### src/rtl/seg_drive_pkg.sv
// Shared types, segment bit positions and the hex glyph table
// for the multiplexed seven-segment driver.
package seg_drive_pkg;

    localparam int unsigned SEG_W  = 8;
    localparam int unsigned SEG_A  = 0;
    localparam int unsigned SEG_B  = 1;
    localparam int unsigned SEG_C  = 2;
    localparam int unsigned SEG_D  = 3;
    localparam int unsigned SEG_E  = 4;
    localparam int unsigned SEG_F  = 5;
    localparam int unsigned SEG_G  = 6;
    localparam int unsigned SEG_DP = 7;

    typedef struct packed {
        logic [3:0] value;
        logic       dp;
        logic       blank;
    } seg_entry_t;

    typedef enum logic {
        BLANK = 1'b0,
        DRIVE = 1'b1
    } scan_state_t;

    localparam seg_entry_t ENTRY_RESET = '{value: 4'h0, dp: 1'b0, blank: 1'b1};

    // Active-high glyphs, bit order {g,f,e,d,c,b,a}; b and d are lowercase.
    function automatic logic [6:0] hex_to_seg(input logic [3:0] value);
        logic [6:0] seg;
        case (value)
            4'h0: seg = 7'h3F;
            4'h1: seg = 7'h06;
            4'h2: seg = 7'h5B;
            4'h3: seg = 7'h4F;
            4'h4: seg = 7'h66;
            4'h5: seg = 7'h6D;
            4'h6: seg = 7'h7D;
            4'h7: seg = 7'h07;
            4'h8: seg = 7'h7F;
            4'h9: seg = 7'h6F;
            4'hA: seg = 7'h77;
            4'hB: seg = 7'h7C;
            4'hC: seg = 7'h39;
            4'hD: seg = 7'h5E;
            4'hE: seg = 7'h79;
            default: seg = 7'h71;
        endcase
        return seg;
    endfunction

endpackage

### src/rtl/seg_hex_decode.sv
// Combinational decode of one display entry to an active-high
// segment pattern (a..g in bits 0..6, dp in bit 7).
module seg_hex_decode
    import seg_drive_pkg::*;
(
    input  seg_entry_t         entry,
    output logic [SEG_W-1:0]   seg_c
);

    // A blanked digit is fully dark, decimal point included.
    always_comb begin
        seg_c = '0;
        if (!entry.blank) begin
            seg_c[SEG_G:SEG_A] = hex_to_seg(entry.value);
            seg_c[SEG_DP]      = entry.dp;
        end
    end

endmodule

### src/rtl/seg_mux_drive.sv
// Time-multiplexed seven-segment driver: shadow registers loaded over a
// valid/ready port, published to the displayed set only at frame boundaries.
module seg_mux_drive
    import seg_drive_pkg::*;
#(
    parameter int unsigned NUM_DIGITS     = 2,
    parameter int unsigned DIGIT_CYCLES   = 25000,
    parameter int unsigned BLANK_CYCLES   = 500,
    parameter bit          SEG_ACTIVE_LOW = 1'b1,
    parameter bit          DIG_ACTIVE_LOW = 1'b1,
    localparam int unsigned DIG_W = (NUM_DIGITS > 1) ? $clog2(NUM_DIGITS) : 1
) (
    input  logic                  clk,
    input  logic                  reset,
    input  logic                  wr_valid,
    output logic                  wr_ready,
    input  logic [DIG_W-1:0]      wr_digit,
    input  logic [3:0]            wr_value,
    input  logic                  wr_dp,
    input  logic                  wr_blank,
    input  logic                  commit,
    output logic [SEG_W-1:0]      segment_data,
    output logic [NUM_DIGITS-1:0] digit_en,
    output logic                  frame_start
);

    localparam int unsigned MAX_CYC = (DIGIT_CYCLES > BLANK_CYCLES) ? DIGIT_CYCLES : BLANK_CYCLES;
    localparam int unsigned CNT_W   = (MAX_CYC > 1) ? $clog2(MAX_CYC) : 1;

    localparam logic [CNT_W-1:0]      DIGIT_LAST = CNT_W'(DIGIT_CYCLES - 1);
    localparam logic [CNT_W-1:0]      BLANK_LAST = CNT_W'(BLANK_CYCLES - 1);
    localparam logic [DIG_W-1:0]      IDX_LAST   = DIG_W'(NUM_DIGITS - 1);
    localparam logic [SEG_W-1:0]      SEG_OFF    = {SEG_W{SEG_ACTIVE_LOW}};
    localparam logic [NUM_DIGITS-1:0] DIG_OFF    = {NUM_DIGITS{DIG_ACTIVE_LOW}};
    localparam logic [NUM_DIGITS-1:0] DIG_ONE    = NUM_DIGITS'(1);

    scan_state_t           state, state_next;
    logic [CNT_W-1:0]      cnt, cnt_next;
    logic [DIG_W-1:0]      idx, idx_next;
    logic                  frame_end_c;
    logic [SEG_W-1:0]      seg_next;
    logic [NUM_DIGITS-1:0] dig_next;
    logic                  fs_next;
    logic [SEG_W-1:0]      dec_seg_c;

    seg_entry_t shadow [NUM_DIGITS];
    seg_entry_t active [NUM_DIGITS];
    logic       pending;
    logic       wr_fire_c;

    assign wr_ready  = !pending;
    assign wr_fire_c = wr_valid && !pending;

    seg_hex_decode u_decode (
        .entry (active[idx]),
        .seg_c (dec_seg_c)
    );

    // Scan sequencing plus the next value of every registered output.
    always_comb begin
        state_next  = state;
        cnt_next    = cnt + 1'b1;
        idx_next    = idx;
        frame_end_c = 1'b0;
        seg_next    = SEG_OFF;
        dig_next    = DIG_OFF;
        fs_next     = (state == BLANK) && (cnt == '0) && (idx == '0);
        case (state)
            BLANK: begin
                if (cnt == BLANK_LAST) begin
                    state_next = DRIVE;
                    cnt_next   = '0;
                end
            end
            DRIVE: begin
                seg_next = dec_seg_c ^ SEG_OFF;
                dig_next = DIG_OFF ^ (DIG_ONE << idx);
                if (cnt == DIGIT_LAST) begin
                    state_next = BLANK;
                    cnt_next   = '0;
                    if (idx == IDX_LAST) begin
                        idx_next    = '0;
                        frame_end_c = 1'b1;
                    end else begin
                        idx_next = idx + 1'b1;
                    end
                end
            end
            default: begin
                state_next = BLANK;
                cnt_next   = '0;
                idx_next   = '0;
            end
        endcase
    end

    always_ff @(posedge clk or posedge reset) begin
        if (reset) begin
            state        <= BLANK;
            cnt          <= '0;
            idx          <= '0;
            segment_data <= SEG_OFF;
            digit_en     <= DIG_OFF;
            frame_start  <= 1'b0;
        end else begin
            state        <= state_next;
            cnt          <= cnt_next;
            idx          <= idx_next;
            segment_data <= seg_next;
            digit_en     <= dig_next;
            frame_start  <= fs_next;
        end
    end

    // Out-of-range digit writes match no entry and are silently dropped.
    always_ff @(posedge clk or posedge reset) begin
        if (reset) begin
            pending <= 1'b0;
            for (int i = 0; i < NUM_DIGITS; i++) begin
                shadow[i] <= ENTRY_RESET;
                active[i] <= ENTRY_RESET;
            end
        end else begin
            for (int i = 0; i < NUM_DIGITS; i++) begin
                if (wr_fire_c && (wr_digit == DIG_W'(i))) begin
                    shadow[i] <= '{value: wr_value, dp: wr_dp, blank: wr_blank};
                end
            end
            if (pending && frame_end_c) begin
                pending <= 1'b0;
                for (int i = 0; i < NUM_DIGITS; i++) begin
                    active[i] <= shadow[i];
                end
            end else if (commit && !pending) begin
                pending <= 1'b1;
            end
        end
    end

endmodule

### config.mk
export PLATFORM = sky130hd
export DESIGN_NAME = seg_mux_drive
export DESIGN_NICKNAME = d
export VERILOG_FILES = /design/src/rtl/seg_drive_pkg.sv /design/src/rtl/seg_hex_decode.sv /design/src/rtl/seg_mux_drive.sv
export SDC_FILE = /design/constraint.sdc
export NUM_CORES = 1
export LEC_CHECK = 0
export ABC_CLOCK_PERIOD_IN_PS = 2000
export CAP_MARGIN = 40
export CORE_ASPECT_RATIO = 0.75
export CORE_MARGIN = 4
export CORE_UTILIZATION = 59
export CTS_BUF_LIST = sky130_fd_sc_hd__clkbuf_8
export DETAILED_ROUTE_END_ITERATION = 16
export DONT_BUFFER_PORTS = 1
export PLACE_DENSITY = 0.78
export SETUP_SLACK_MARGIN = 0.5
export SKIP_LAST_GASP = 1
export SLEW_MARGIN = 0
export SYNTH_ARGS = -nofsm -noshare
export SYNTH_HDL_FRONTEND = slang
export SYNTH_SLANG_ARGS = --single-unit
### constraint.sdc
create_clock -name clk -period 2 [get_ports clk]
set_input_delay 0.4 -clock clk [delete_from_list [all_inputs] [get_ports clk]]
set_output_delay 0.4 -clock clk [all_outputs]
set_load 0.03 [all_outputs]
# Word-level counts from Yosys, hierarchy flattened
# Memories as Yosys holds them, arrays and structs flattened.
# Index checks and enable logic that the tools add are counted.
[classes]
n_addsub = 2
magnitude_cmp = 1
shift = 1
div_mod_pow = 0
reduce_logical = 11
mux = 18
n_eq_ne = 2
bitwise = 6
multipliers = 0
[op_table]
columns = ["op", "count"]
rows = [
  ["15-bit two-way mux", 2],
  ["15-bit case mux with 2 select lines", 1],
  ["6-bit two-way mux", 3],
  ["8-bit two-way mux", 2],
  ["15-bit by 1-bit adder with 15-bit output (second input constant)", 1],
  ["15-bit equality test (second input constant)", 1],
  ["15-bit by 9-bit equality test with 1-bit output (second input constant)", 1],
  ["15-bit logical NOT", 1],
  ["1-bit two-way mux", 8],
  ["8-bit NOT", 1],
  ["1-bit logical AND", 7],
  ["1-bit NOT", 3],
  ["2-bit >= comparator (second input constant)", 1],
  ["2-bit two-way mux", 1],
  ["1-bit NOT with 2-bit output", 1],
  ["2-bit NOT", 1],
  ["1-bit case mux with 2 select lines", 1],
  ["2-bit AND reduction", 1],
  ["2-bit nonzero test", 1],
  ["1-bit by 1-bit << shifter with 2-bit output (first input constant)", 1],
  ["1-bit adder (second input constant)", 1],
  ["1-bit logical NOT", 1],
]
[word_totals]
latchBits = 0
rom_bits = 112
wordCells = 61
mem_count = 1
reg_bits = 53
ramBits = 0
[memory_table]
columns = ["name", "words", "word_bits", "read_ports", "rd_clocked_by_memory_dff", "write_ports", "line", "source"]
rows = [
  ["(name not given)", 16, 7, 1, 0, 0, "seg_drive_pkg.sv:31", "case (value)"],
]

# Logic depth before layout (Yosys ltp)
# Gate-level depths: netlist of the first run.
# An unclocked memory read counts as a cell.
[logic_depth]
word_depth = 8
depth_mapped = 7
ltp_nobuf = 6

# Cells and area by module
# A second synthesis of the first run with hierarchy kept.
[unflattened]
hier_cells = 207
hier_area_um2 = 2507.4
[modules_own_cells]
columns = ["module", "seq_area_each_um2", "cells_per_inst", "n_inst", "area_per_inst_um2"]
rows = [
  ["seg_mux_drive", 1343.8, 172, 1, 2233.4],
  ["seg_hex_decode", 0.0, 35, 1, 274.0],
]

# Least setup slack after synthesis of the first run
# Ideal clock, no wire load.
[synth_path]
kind = "register to register"
start = "register cnt[0]"
end = "register active[10] in the netlist's numbering"
n_path_buf = 1
setup_ps = 125
slack_ps = 156
period_less_slack_ps = 1844
t_required_ps = 1875
path_stages_with_launch = 7
arrival_ps = 1719
cell_sequence = "dfrtp_1 ha_1 and4_1 nand4_2 nor3_4 buf_12 mux2_4"
[synth_via]
elab_chain_cells = 4
[synth_rtl]
columns = ["item", "line", "source"]
rows = [
  ["from (decl)", "seg_mux_drive.sv:38", "logic [CNT_W-1:0] cnt, cnt_next;"],
  ["from (signal assigned)", "seg_mux_drive.sv:107", "cnt <= cnt_next;"],
  ["15-bit equality test", "seg_mux_drive.sv:78", "if (cnt == DIGIT_LAST) begin"],
  ["1-bit two-way mux", "seg_mux_drive.sv:78", ""],
  ["1-bit two-way mux", "seg_mux_drive.sv:68", "case (state)"],
  ["1-bit logical AND", "seg_mux_drive.sv:129", "if (pending && frame_end_c) begin"],
  ["to (signal, indexed assignment)", "seg_mux_drive.sv:132", "active[i] <= shadow[i];"],
  ["to (decl)", "seg_mux_drive.sv:47", "seg_entry_t active [NUM_DIGITS];"],
]
# No other way between the ends.
# A chain may end at the register's enable or synchronous reset.

# Worst setup path after layout of the first run
[layout_path]
start = "register cnt[9]"
end = "register active[7] in the netlist's numbering"
# Same word-level chain as after synthesis.

==> results of run 1 <==
per-layer routing:
metal,vias to the layer above,track usage (%)
li1,802,-
met1,935,26.2
met2,145,33.6
met3,39,5.84
met4,0,8.23
met5,-,0
where the power goes:
part           leakage [nW]  switching (W)  internal, W
clock network        0.0512       0.000361     0.000281
registers             0.653     0.00000994      0.00109
logic                 0.643      0.0000252    0.0000180
worst max-delay path, delay by kind of cell, from the launching register on:
family / cells / cell delay [ps]
AND/OR/NAND/NOR: 3 / 730
flip-flops: 1 / 440
multiplexers: 1 / 300
buffers and inverters: 1 / 180
stage by stage:
step | cells | total power, W | instance area (µm²) | utilization [%] | hold slack [ps]
floorplan | 201 | 0.00115 | 2630 | - | 456
global placement | 256 | 0.00116 | 2680 | 65.3 | 360
detailed placement | 256 | 0.00117 | 2680 | 65.3 | 365
CTS | 279 | 0.00178 | 2960 | 72.2 | 33.8
global route | 299 | 0.00185 | 3260 | 79.5 | 41.2
finish | 299 | 0.00179 | 3260 | 79.5 | 5.80
registers in the layout (all words and copies together), names as in the netlist:
signal / cells
state: 1
digit_en: 2
pending: 1
segment_data: 8
cnt: 15
active: 12
frame_start: 1
idx: 1
shadow: 12
cells by family after synthesis:
group,Yosys count
and+or+nand+nor,65
adders and majority gates,8
DFF,53
muxes,32
buffers and inverters,13
xor gates and xnor gates,15
AOI/OAI and AO/OA,15
cells in the final DEF (no fill, tap or decap), types with 2 or more instances in the layout:
cell,count
sky130_fd_sc_hd__dfrtp_1,31
sky130_fd_sc_hd__buf_4,27
sky130_fd_sc_hd__mux2_2,15
sky130_fd_sc_hd__dfstp_2,14
sky130_fd_sc_hd__nand2_1,13
sky130_fd_sc_hd__mux2_4,13
sky130_fd_sc_hd__buf_6,11
sky130_fd_sc_hd__nor2_1,9
sky130_fd_sc_hd__xnor2_1,9
sky130_fd_sc_hd__dfrtp_2,8
sky130_fd_sc_hd__xor2_1,6
sky130_fd_sc_hd__nand4_1,6
sky130_fd_sc_hd__clkbuf_8,6
sky130_fd_sc_hd__nor2_2,5
sky130_fd_sc_hd__nand3_1,5
sky130_fd_sc_hd__inv_1,4
sky130_fd_sc_hd__and4_1,4
sky130_fd_sc_hd__ha_4,4
sky130_fd_sc_hd__a21oi_2,3
sky130_fd_sc_hd__mux2i_4,3
sky130_fd_sc_hd__o221ai_2,3
sky130_fd_sc_hd__inv_6,2
sky130_fd_sc_hd__nor3_1,2
sky130_fd_sc_hd__o211ai_1,2
sky130_fd_sc_hd__ha_1,2
sky130_fd_sc_hd__ha_2,2
final timing paths:
check                                      start                     to  slack (ps)  cells after the start
max                             cnt[9]$_DFF_PP0_  active[7]$_DFFE_PP0P_         240                      5
min                                        reset      cnt[13]$_DFF_PP0_           6                      1
max reg2reg                     cnt[9]$_DFF_PP0_  active[7]$_DFFE_PP0P_         240                      5
min reg2reg                shadow[3]$_DFFE_PP0P_  active[3]$_DFFE_PP0P_         510                      1
max in group asynchronous                  reset  active[6]$_DFFE_PP1P_        1390                      2
min in group clk                          commit    pending$_DFFE_PP0P_         210                      2
timing repair:
| item | CTS | global route |
|---|---|---|
| endpoints found under the setup margin | 39 | 39 |
| cloned | 0 | 2 |
| pin swaps | 8 | 13 |
| resized for setup | 21 | 40 |
| endpoints found under the hold margin | 0 | 0 |
| buffers inserted | 15 | 18 |
cell type report:
class                           count  area [µm²]
Sequential cell                    53        1350
Multi-Input combinational cell    135        1350
Fill cell                         212         840
Timing Repair Buffer               41         357
Clock buffer                        6        82.6
Tap cell                           55        68.8
Inverter                            7        40.0
Clock inverter                      2        13.8
==> metrics.yaml, run 1 <==
cts.htree.levels: 2
post_cts_hold_buffer_count: 0
worst-slew-pin-transition_ps: 591
outcome: "completed"
cellPowerDensity_mw_per_mm2: 548
detailedPlace.worstSlack_ps: 134
detailedRoute.firstIterationViolations: 221
synth_sequential_area_ratio_pct: 52.8
max_cap_violation_count: 0
synthDominantAreaCellType: "sky130_fd_sc_hd__dfrtp_1"
clkSinkCount: 53
timing.critical_path.slowest_cell_delay_ps: 440
synthFlopType: "sky130_fd_sc_hd__dfrtp_1"
final_nets: 262
fmaxAchievable_mhz: 567
maxSlewHeadroom_pct: 60.5
worst-endpoint-required_ps: 2200
largest_family_of_logic_cells_by_synthesized_area: "multiplexers"
synth_area_in_xor_xnor_pct: 5.16
clk_transition_reported_paths_ps: 100
place.gp.congestion: 0.946
avgRoutedWirePerCell_um: 23.2
grt_overflow: 0
power_leakage_nw: 1.35
unrepaired_setup_endpoints_after_global_routing: "yes"
dr_total_vias: 1921
antennaDiodeCount: 0
synth_most_common_cell: "sky130_fd_sc_hd__dfrtp_1"
num_io_pins: 23
dieArea_mm2: 0.00544
ant_nets: 0
cts_tree: "built"
finalSetupViolations: 0
number_of_instances_in_the_synthesized_netlist: 201
ys_types: 40
timing.critical_path.fanout_max: 7
edff_count_synth: 0
initial_utilization_pct: 62.0
timing.critical_path.to_type: "flop"
synth_compound_gate_area_share_pct: 4.38
synth.yosys.warnings: 0
final_critical_path_setup_slack_ps: 236
clock_insertion_delay_worst_skew_ps: 320
core_region_area_mm2: 0.00410
synthesis.area_mm2: 0.00254
clk_root_buffer_cell: "sky130_fd_sc_hd__clkbuf_8"
cts_buffer_depth: 2
routed_wl_met2_um: 3390
grtUsageTotal_pct: 20.6
grt_max_degree: 28
final.setup_skew_ps: 13.0
drv_slew: 0
crit_path_top_delay_cell: "sky130_fd_sc_hd__dfrtp_2"
place.port_buffers: 0
share_of_async_settable_or_async_resettable_flops_after_synthesis_pct: 100
min_period_ps: 1760
syn2layout_area_growth_pct: 28.3
synth_top_area_share_pct: 38.3
drtPass1Iterations: 5
hold_class: "input port to async pin"
worstSetupStartpointType: "flop"
finalHoldViolCount: 0
fraction_of_final_layout_cells_with_drive_strength_greater_than_1_pct: 57.4
topRoutingLayerUsed: "met4"
wirelength_met1_um: 2560
ir_drop_worst_vdd_mv: 0.504
crit_chain: "nor4b_4, nand4_4, nor3_4, buf_6, mux2_4"
route.final.wire_length_um: 6940
routed_via_density: 6.42
synth_commonest_cells: "39 x sky130_fd_sc_hd__dfrtp_1, 19 x sky130_fd_sc_hd__mux2_2, 15 x sky130_fd_sc_hd__nor2_1, 14 x sky130_fd_sc_hd__dfstp_2, 14 x sky130_fd_sc_hd__nand2_1"
placement_rows: 20
die-height_um: 64.9
muxShareOfSynthArea_pct: 15.3
critical_path_arrival_ps: 1960
route.met3.wl_um: 628
final.setup.tns_ps: 0
detail_route.drc_violations: 0
critPathKind: "flop to flop"
synthesis.area_per_instance_um2: 12.7
tritoncts_buffers: 5
synthAdderAreaFrac_pct: 3.93
grt_pass1_vias: 1714
initial_antenna_violation_count: 0
floorplan.die.width_um: 83.8
timing.final.crit_share_pct: 88.2
synth_nets: 220
yosys_register_bits: 53
synth_area_leaders: "sky130_fd_sc_hd__dfrtp_1 38%, sky130_fd_sc_hd__dfstp_2 14%, sky130_fd_sc_hd__mux2_2 8.4%"
dp_hpwl_um: 3550
yosys.area_share.simple_pct: 14.9
grt_first_pass_wirelength_um: 8650
Note: power is estimated with default switching activity, not from simulation.
==> inputs of run 2 (changes only) <==
Settings changed: CORE_UTILIZATION 59 to 35, PLACE_DENSITY 0.78 to default.
==> run 2 against run 1 <==
Compared with the run above:
- largest cell class unchanged
- clock power grew 18%
- cell area grew 0.38%
- die area grew 60%
- non-clock buffer count shrank 8
- clock-buffer cell count is the same
- critical endpoint is now active[4]$_DFFE_PP0P_
==> metrics.yaml, run 2 (synthesized netlist as in run 1, its figures left out) <==
grtUsageTotal_pct: 12.0
route.final.wire_length_um: 5280
crit_path_top_delay_cell: "sky130_fd_sc_hd__dfrtp_2"
layout.cells.most_common: "sky130_fd_sc_hd__dfrtp_1"
drtPass1Iterations: 4
grt_overflow: 0
crit_chain: "nor4b_4, nand4_4, nor3_4, clkbuf_16, mux2_4"
timing.critical_path.slowest_cell_delay_ps: 440
initial_antenna_violation_count: 0
ant_nets: 0
syn2layout_area_growth_pct: 28.8
grt_first_pass_wirelength_um: 8000
unrepaired_setup_endpoints_after_global_routing: "yes"
cellPowerDensity_mw_per_mm2: 582
crit_buf_inv: 1
tritoncts_buffers: 5
detail_route.drc_violations: 0
maxSlewHeadroom_pct: 67.9
power_leakage_nw: 1.33
floorplan.die.width_um: 106
critPathKind: "flop to flop"
finalHoldViolCount: 0
top_regs: "cnt (15), active (12), shadow (12)"
grtUsageMet3_pct: 3.46
antennaDiodeCount: 0
registers.top_by_ff_count: "cnt"
clock_insertion_delay_worst_skew_ps: 300
ir_drop_worst_vdd_mv: 0.324
fmaxAchievable_mhz: 554
num_io_pins: 23
final_nets: 254
detailedRoute.firstIterationViolations: 53
dr_total_vias: 1611
timing.final.crit_share_pct: 90.3
initial_utilization_pct: 36.7
final.setup_skew_ps: 8.38
filler_cell_count: 611
clkSinkCount: 53
critical_path_arrival_ps: 1990
timing.critical_path.to_type: "flop"
fin_total_pwr_w: 0.00191
place.gp.congestion: 0.803
cts.htree.levels: 2
placement_rows: 26
worst-endpoint-required_ps: 2190
clk_transition_reported_paths_ps: 100
routed_via_density: 4.82
cts_tree: "built"
worst_hold_slack_ps: 225
final_critical_path_setup_slack_ps: 195
final.setup.tns_ps: 0
dieArea_mm2: 0.00871
place.port_buffers: 0
avgRoutedWirePerCell_um: 15.8
clk_root_buffer_cell: "sky130_fd_sc_hd__clkbuf_8"
grt_pass1_vias: 1502
dp_hpwl_um: 3310
detailedPlace.worstSlack_ps: 179
met2_usage_pct: 16.8
top_usage_layer: "met1"
fraction_of_final_layout_cells_with_drive_strength_greater_than_1_pct: 52.1
hold_class: "input port to flop"
finalInstanceArea_mm2: 0.00328
die-height_um: 81.8
worst-slew-pin-transition_ps: 468
cts_buffer_depth: 2
core_region_area_mm2: 0.00693
globalRouteMet1Util_pct: 18.0
grt_max_degree: 45
min_period_ps: 1810
postPlaceCellArea_mm2: 0.00279
critical_path.top_delay_family: "simple AND/OR/NAND/NOR gates"
max_cap_violation_count: 0
outcome: "completed"
drv_slew: 0
most-common-layout-cells: "33 x sky130_fd_sc_hd__dfrtp_1, 19 x sky130_fd_sc_hd__buf_4, 16 x sky130_fd_sc_hd__mux2_2"
worstSetupStartpointType: "flop"
largest_register_ff_count: 15
timing.critical_path.fanout_max: 6
finalSetupViolations: 0
run 2: changes by cell type in the layout (fill, tap and decap cells not counted), sizes merged:
cell | previous run | this run
buf | 40 | 31
clkinvlp | 1 | 3
inv | 6 | 4
bufinv | 0 | 1
clkinv | 2 | 1
dlygate4sd3 | 0 | 1
run 2: through the flow:
| step | util (%) | instances |
|---|---|---|
| final | 47.3 | 334 |
| after global routing | 47.3 | 334 |
| after CTS | 43.8 | 323 |
| after detailed placement | 40.2 | 304 |
| after global placement | 40.2 | 304 |
| after floorplan | - | 201 |
run 2: final timing paths:
kind	start	slack, ps	end	depth (start not counted)
setup / recovery	cnt[9]$_DFF_PP0_	190	active[4]$_DFFE_PP0P_	5
hold / removal	commit	220	pending$_DFFE_PP0P_	2
setup reg to reg	cnt[9]$_DFF_PP0_	190	active[4]$_DFFE_PP0P_	5
hold reg to reg	shadow[4]$_DFFE_PP0P_	510	active[4]$_DFFE_PP0P_	1
max in group asynchronous	reset	940	active[6]$_DFFE_PP1P_	3
min in group asynchronous	reset	510	frame_start$_DFF_PP0_	2
run 2: final cells by class:
class                   count  area, µm²  share of cell area, %
clock buffers               6       82.6                   2.52
inverters                   7       41.3                   1.26
flip-flops and latches     53       1350                   41.2
clock inverters             2       37.5                   1.15
well taps                  98        123                   3.74
repair buffers             33        324                   9.89
multi-input cells         135       1320                   40.2
run 2: power breakdown:
part | switching [W] | leakage (nW) | internal (W)
registers | 0.00000913 | 0.655 | 0.00109
clock network | 0.000353 | 0.0574 | 0.000407
logic | 0.0000253 | 0.613 | 0.0000197
total | 0.000387 | 1.33 | 0.00152
run 2: timing repair:
action / CTS / global route
hold buffers: 1 / 0
setup endpoints to repair: 38 / 41
gates cloned: 0 / 3
setup buffers: 10 / 8
gates resized for setup: 11 / 38
pin swaps: 6 / 10
hold endpoints to repair: 1 / 0
run 2: metal layers:
| layer | vias up | part of all wire [%] |
|---|---|---|
| met5 | - | 0 |
| met4 | 0 | 0.63 |
| met3 | 2 | 6.1 |
| met2 | 33 | 44 |
| met1 | 792 | 50 |
| li1 | 784 | - |
==> inputs of run 3 (changes only) <==
Settings changed: PLACE_DENSITY_LB_ADDON from default to 0.12.
==> run 3 against run 2 <==
Compared with the run above:
- clock power fell by 2.6%
- cell area fell by 0.31%
- core utilization fell by 0.14 points
- power fell by 1.3%
- die area did not move
- clock-buffer cell count fell by 1
- wire length rose by 3.2%
- via count rose by 3.2%
- worst hold slack got worse by 180 ps
- final cell count rose by 1.8%
- maximum frequency rose by 5.5%
- worst setup slack improved by 94 ps
- largest cell class unchanged
- highest routed layer unchanged
==> metrics.yaml, run 3 (synthesized netlist as in run 1, its figures left out) <==
grt_max_degree: 32
route.met3.wl_um: 288
final.setup.tns_ps: 0
max_cap_violation_count: 0
switching_component_of_the_power_w: 0.000399
cts_tree: "built"
grt_pass1_vias: 1708
tritoncts_buffers: 5
fmaxAchievable_mhz: 584
routed_wl_met2_um: 2560
floorplan.die.width_um: 106
timing.final.crit_share_pct: 85.6
grtUsageTotal_pct: 12.6
maxSlewHeadroom_pct: 56.4
netSwitchingFraction_pct: 21.2
critPathKind: "flop to flop"
dp_hpwl_um: 3490
worst-slew-pin-transition_ps: 652
top_regs: "cnt (15), active (12), shadow (12)"
syn2layout_area_growth_pct: 28.4
ant_nets: 0
outcome: "completed"
timing.critical_path.to_type: "flop"
place.gp.congestion: 0.847
drtPass1Iterations: 4
final.setup_skew_ps: 7.31
registers.top_by_ff_count: "cnt"
wirelength_met1_um: 2550
share_clk_of_total_power_pct: 39.3
num_io_pins: 23
core_region_area_mm2: 0.00693
initial_utilization_pct: 36.7
dr_total_vias: 1662
post_cts_hold_buffer_count: 0
detailedRoute.firstIterationViolations: 99
finish.utilization_pct: 47.1
die-height_um: 81.8
final_nets: 260
drv_slew: 0
place.port_buffers: 0
grt_first_pass_wirelength_um: 8680
worstSetupStartpointType: "flop"
finalSetupViolations: 0
sequentialPowerShare_pct: 58.5
cellPowerDensity_mw_per_mm2: 576
critical_path_arrival_ps: 1900
placement_rows: 26
cts_buffer_depth: 2
avgRoutedWirePerCell_um: 16.0
comb_power_share_pct: 2.2
finalHoldViolCount: 0
clk_root_buffer_cell: "sky130_fd_sc_hd__clkbuf_8"
clkSinkCount: 53
route.final.wire_length_um: 5450
hold_class: "input port to async pin"
timing.critical_path.fanout_max: 7
clk_transition_reported_paths_ps: 100
ir_drop_worst_vdd_mv: 0.286
detail_route.drc_violations: 0
largest_register_ff_count: 15
initial_antenna_violation_count: 0
grt_overflow: 0
cts.htree.levels: 2
unrepaired_setup_endpoints_after_global_routing: "yes"
dieArea_mm2: 0.00871
intPower_w: 0.00148
topRoutingLayerUsed: "met4"
clock_insertion_delay_worst_skew_ps: 300
worst-endpoint-required_ps: 2190
routed_via_density: 4.89
power_leakage_nw: 1.37
antennaDiodeCount: 0
layout.cells.most_common: "sky130_fd_sc_hd__dfrtp_1"
min_period_ps: 1710
fraction_of_final_layout_cells_with_drive_strength_greater_than_1_pct: 52.1
most-common-layout-cells: "32 x sky130_fd_sc_hd__dfrtp_1, 27 x sky130_fd_sc_hd__buf_4, 15 x sky130_fd_sc_hd__nor2_1"
==> run 3: cell types whose count changed in the layout (fill, tap and decap cells not counted), sizes merged <==
| cell | delta |
|---|---|
| buf | +8 |
| clkinv | +1 |
| dlygate4sd3 | -1 |
| clkinvlp | -1 |
| clkbuf | -2 |
| inv | +1 |
==> run 3: worst paths after layout <==
check	startpoint	to	slack [ps]	depth (start not counted)
max reg2reg	cnt[10]$_DFF_PP0_	active[7]$_DFFE_PP0P_	290	5
min reg2reg	shadow[5]$_DFFE_PP0P_	active[5]$_DFFE_PP0P_	510	1
max in group asynchronous	reset	segment_data[7]$_DFF_PP1_	1290	2
min in group clk	commit	pending$_DFFE_PP0P_	220	2
min	reset	cnt[8]$_DFF_PP0_	40	1
max	cnt[10]$_DFF_PP0_	active[7]$_DFFE_PP0P_	290	5
==> run 3: what timing repair did <==
action,in CTS,in global routing
pin swaps,10,10
gates resized for setup,19,27
setup endpoints to repair,38,40
setup buffers,13,13
gates cloned,0,2
==> run 3: per-stage QoR <==
step                      instances  hold WS [ps]  cell area (µm²)  total power, W  setup slack, ps
final                           340          40.2             3270         0.00188              289
after global placement          304           386             2760         0.00116              194
after floorplan                 201           456             2630         0.00115              220
after global routing            340          69.9             3270         0.00197              205
after CTS                       325          55.2             3060         0.00192              235
after detailed placement        304           399             2760         0.00116              155
==> run 3: layer usage <==
| metal | global-route usage (%) | vias to the layer above |
|---|---|---|
| met3 | 3.53 | 7 |
| met2 | 19.9 | 39 |
| met4 | 3.45 | 0 |
| met5 | 0 | - |
| met1 | 17.3 | 827 |
| li1 | - | 789 |
==> run 3: power groups by stage <==
stage | clock network (W) | logic [W] | registers (W)
final | 0.000740 | 0.0000413 | 0.00110
after global routing | 0.000816 | 0.0000485 | 0.00110
after CTS | 0.000775 | 0.0000436 | 0.00110
after detailed placement | 0 | 0.0000432 | 0.00112
after global placement | 0 | 0.0000408 | 0.00112
after floorplan | 0 | 0.0000321 | 0.00112
==> run 3: area by class of cell <==
cell class / instances / area (µm²)
Clock buffer: 5 / 68.8
Multi-Input combinational cell: 135 / 1280
Clock inverter: 3 / 46.3
Timing Repair Buffer: 39 / 353
Fill cell: 626 / 3660
Tap cell: 98 / 123
Sequential cell: 53 / 1350
Inverter: 7 / 40.0
==> run 3: critical path, cell delays in order (launching register included) <==
cell and delay, ps:
sky130_fd_sc_hd__dfrtp_2 480, sky130_fd_sc_hd__nor4b_4 270, sky130_fd_sc_hd__nand4_2 170, sky130_fd_sc_hd__nor3_4 190, sky130_fd_sc_hd__buf_6 180, sky130_fd_sc_hd__mux2_4 300
